$ cat config.mk
export PLATFORM = sky130hd
export DESIGN_NAME = ins_mem_flat
export DESIGN_NICKNAME = d
export VERILOG_FILES = /design/src/rtl/ins_mem_if.sv /design/src/rtl/ins_mem.sv /design/src/flat_wrapper.sv
export SDC_FILE = /design/constraint.sdc
export NUM_CORES = 1
export LEC_CHECK = 0
export ABC_AREA = 1
export BUFFER_PORTS_ARGS = -buffer_cell sky130_fd_sc_hd__buf_2
export CORE_ASPECT_RATIO = 0.8
export CORE_MARGIN = 4
export CORE_UTILIZATION = 47
export CTS_CLUSTER_DIAMETER = 50
export DETAILED_ROUTE_END_ITERATION = 12
export GPL_TIMING_DRIVEN = 1
export SLEW_MARGIN = 20
export SYNTH_ARGS = -nofsm -noshare
export SYNTH_HDL_FRONTEND = slang
export SYNTH_SLANG_ARGS = --single-unit
$ cat constraint.sdc
create_clock -name clka -period 2.8 [get_ports clka]
set_input_delay 0.56 -clock clka [delete_from_list [all_inputs] [get_ports clka]]
set_output_delay 0.56 -clock clka [all_outputs]
set_load 0.005 [all_outputs]
$ cat src/rtl/ins_mem_if.sv
// Instruction memory bus: program counter address, write strobe/data from the
// loader, and registered instruction read data back to fetch/decode.
interface ins_mem_if #(
    parameter int PC_BITS = 6
);
    logic               we_insmem;
    logic [PC_BITS-1:0] pc;
    logic [15:0]        instruction_in;
    logic [15:0]        instruction_out;

    // Processor/loader side: drives address, write strobe and data.
    modport master (
        output we_insmem,
        output pc,
        output instruction_in,
        input  instruction_out
    );

    // Memory side: consumes the address/write strobe and returns read data.
    modport slave (
        input  we_insmem,
        input  pc,
        input  instruction_in,
        output instruction_out
    );
endinterface

$ cat src/rtl/ins_mem.sv
// Single-port instruction memory, 2**PC_BITS words of 16 bits, one clka-cycle
// registered read latency with write-first behaviour on a same-address write.
// Optional build macro INSMEM_ZERO_INIT_EN: when defined, every memory word and
// the read register start at 16'h0000; otherwise they start uninitialised.
module ins_mem #(
    parameter int PC_BITS = 6
) (
    input  logic    clka,
    input  logic    reset,
    ins_mem_if.slave bus
);
    localparam int DEPTH = 2 ** PC_BITS;

`ifdef INSMEM_ZERO_INIT_EN
    logic [15:0] mem [0:DEPTH-1] = '{default: 16'h0000};
    logic [15:0] rd_data_p1      = 16'h0000;
`else
    logic [15:0] mem [0:DEPTH-1];
    logic [15:0] rd_data_p1;
`endif

    logic wr_en_p0;

    // Reset blocks writes so the loaded program survives a processor reset.
    assign wr_en_p0 = bus.we_insmem & ~reset;

    // Storage array write port; no reset so the array maps onto block RAM.
    always_ff @(posedge clka) begin
        if (wr_en_p0) begin
            mem[bus.pc] <= bus.instruction_in;
        end
    end

    // Registered read port: write data is forwarded on a write so the fetched
    // word always reflects the value stored at this edge.
    always_ff @(posedge clka) begin
        if (reset) begin
            rd_data_p1 <= 16'h0000;
        end else if (bus.we_insmem) begin
            rd_data_p1 <= bus.instruction_in;
        end else begin
            rd_data_p1 <= mem[bus.pc];
        end
    end

    // ---- stage p1: registered instruction to fetch/decode ----
    assign bus.instruction_out = rd_data_p1;
endmodule

$ cat src/flat_wrapper.sv
// flat-port wrapper written by rule: the top's interface ports become plain ports
module ins_mem_flat 
#(
    parameter int PC_BITS = 6
)
  (clka, reset, bus_we_insmem, bus_pc, bus_instruction_in, bus_instruction_out);
  ins_mem_if #(.PC_BITS(PC_BITS)) bus_i ();
  input  logic clka;
  input  logic reset;
  input wire logic [$bits(bus_i.we_insmem)-1:0] bus_we_insmem;
  input wire logic [$bits(bus_i.pc)-1:0] bus_pc;
  input wire logic [$bits(bus_i.instruction_in)-1:0] bus_instruction_in;
  output wire logic [$bits(bus_i.instruction_out)-1:0] bus_instruction_out;
  assign bus_i.we_insmem = bus_we_insmem;
  assign bus_i.pc = bus_pc;
  assign bus_i.instruction_in = bus_instruction_in;
  assign bus_instruction_out = bus_i.instruction_out;
  ins_mem #(.PC_BITS(PC_BITS)) u_core (.clka(clka), .reset(reset), .bus(bus_i));
endmodule
==> results_dict.tcl <==
set metrics [dict create \
    post-route-period-util 0.7203 \
    syn-num-nets 4351 \
    cts_buffer_depth 3 \
    hold_viol 0 \
    avgSynthCellArea_um2 10.16 \
    insertion_delay_ns 0.69 \
    max_freq_ghz 0.4958 \
    ys_ff_latch 1040 \
    ys_seq_area_frac 0.7070 \
    skew_ns 0.02965 \
    routedWlPerCell_um 20.82 \
    htree_levels 3 \
    antenna_found_initial 5 \
    grt_usage 0.2458 \
    slew_headroom 0.2376 \
    swShare 0.2294 \
    ioPinCount 41 \
    dieArea_mm2 0.09849 \
    regArea_mm2 0.03107 \
    critical_path.cell_chain "buf_2" \
    hpwl_um 71550 \
    worst_slack_ns 0.7832 \
    cp_top_family "flip-flops" \
    die_x_um 349.9 \
    hp-start "bus_instruction_in[11]" \
    slowest_stage "dfxtp_1" \
    final_util 0.5453 \
    comb_power_share 0.064 \
    p_switching_mw 7.845 \
    grt_max_degree 84 \
    synth_cell_type_count 23 \
    start_util 0.4734 \
    vias 29956 \
    setup_viol 0 \
    tns_ns 0 \
    critPathLaunch "u_core.bus.instruction_out[13]$_SDFF_PP0_" \
    p_leak_nw 21.33 \
    fillers 7977 \
    path_class "reg2out" \
    layout.nets 4504 \
    fp.dieH_um 281.5 \
    cp_max_fo 1 \
    overflow 0 \
    finalCriticalPeriod_ns 2.017 \
    cts_setup_buffers 0 \
    status "finished with violations" \
    path_clk_slew_ns 0.06 \
    cts_hold_buf 0 \
    synth.cell_area_mm2 0.04395 \
    cp.buffers_inverters 1 \
    numCtsBuffers 112 \
    gp_congestion 0.8721 \
    grt_pass1_wl_um 180300 \
    firstDrtPassIters 6 \
    rows 100 \
    ir_drop_mv 0.4886 \
    drt-total-wl_um 120800 \
    via_per_inst 5.160 \
    dr.first_iter.drc_count 3424 \
    root_buffer "clkbuf_16" \
    r2r-start "u_core.mem[29][12]$_DFFE_PP_" \
    cts.sinks 1040 \
    numPortBuffers 40 \
    grt_pass1_vias 28038 \
    antenna_violating_nets_post_route 1 \
    violations "antenna violations" \
    max_stage_delay_ns 0.57 \
    hold_class "in2reg" \
    drive_gt1_frac 0.09508 \
    power.share.clock 0.433 \
    max_cap_violations 0 \
    drv_slew 0 \
    rsz0062_at_grt "no" \
    p_per_area_mw_per_mm2 675.5 \
    cts_resized 0 \
    startpoint_type "register" \
    intPower_mw 26.35 \
    postSynthCellCount 4326 \
    place_ws_ns 0.2640 \
    worst_pin_slew_ns 1.144 \
    multi_input_area_mm2 0.01147 \
    area_growth_pct 15.19 \
    cp-end-kind "output pin" \
    yosysWarnings 0 \
    tritoncts "done" \
    arrival_ns 1.46 \
    worstPathRequired_ns 2.24 \
    coreArea_mm2 0.09284 \
    drc 0 \
    seq_power_share 0.504 \
]
## per-stage QoR
| stage | total power, mW | cells | instance area (um^2) | hold slack (ns) |
|---|---|---|---|---|
| global placement | 19.70 | 5589 | 46910 | 0.7611 |
| detailed placement | 19.71 | 5589 | 46910 | 0.7567 |
| global route | 35.34 | 5799 | 50610 | 0.3300 |
| floorplan | 18.68 | 4326 | 43950 | 0.6589 |
| finish | 34.20 | 5805 | 50620 | 0.3502 |
| CTS | 34.41 | 5799 | 50610 | 0.3220 |
## layout make-up
type	instances	share of cell area
inverters	57	0.004746
repair buffers	249	0.05146
diodes	6	0.0002966
clock buffers	136	0.05776
multi-input cells	3019	0.2265
well taps	1224	0.03025
clock inverters	74	0.01518
flip-flops and latches	1040	0.6138
## flip-flops by register name, indices dropped and copies added, names as in the netlist
signal	cells
u_core.bus.instruction_out	16
u_core.mem	1024
## synthesized netlist by cell type, drive strengths merged
cell / number / area [um^2]
a21oi: 3 / 15.01
clkinv: 2 / 7.510
dfxtp: 16 / 320.3
edfxtp: 1024 / 30750
nand2: 2801 / 10510
o211ai: 5 / 37.54
nand3: 42 / 210.2
nor3: 4 / 40.04
clkbuf: 15 / 57.55
nor2: 150 / 570.6
buf: 195 / 1139
o21ai: 8 / 40.03
or2: 6 / 37.54
inv: 55 / 209.0
## cells in the final DEF (no fill, tap or decap), drive strengths merged, types with 8 or more instances in the layout
cell type	count
nand2	2801
edfxtp	1024
buf	249
nor2	150
clkbuf	136
inv	66
clkinv	47
nand3	42
dfxtp	16
bufinv	12
o21ai	8
## metal layers
layer  wire (um)  share of wire  track usage  up-vias
li1            -              -            -    14287
met1       53660           0.44       0.3681    14245
met2       53130           0.44       0.3736     1233
met3       10840          0.090      0.04344      191
met4        3213          0.027      0.06654        0
met5           0              0            0        -
## worst paths after layout
check / to / slack (ns) / cells after the start
hold / removal: u_core.mem[10][11]$_DFFE_PP_ / 0.35 / 1
hold reg to reg: u_core.bus.instruction_out[14]$_SDFF_PP0_ / 0.76 / 8
setup reg to reg: u_core.bus.instruction_out[12]$_SDFF_PP0_ / 1.18 / 12
setup / recovery: bus_instruction_out[13] / 0.78 / 1
## cells by family (layout without fill, tap and decap cells)
logic type	after synthesis	after routing	synth area share
flops	1040	1040	0.7070
simple gates	3003	3003	0.2588
other cells	0	6	0
compound gates	16	16	0.002107
buf+inv	267	516	0.03214
## power groups by stage
stage          combinational [mW]  clock [mW]  sequential, mW
6_report                     2.18        14.8            17.2
5_1_grt                      2.40        15.7            17.2
4_1_cts                      2.17        15.0            17.2
3_5_place_dp                 2.16           0            17.5
3_3_place_gp                 2.15           0            17.5
2_1_floorplan                1.15           0            17.5
(Power assumes the default switching activity.)
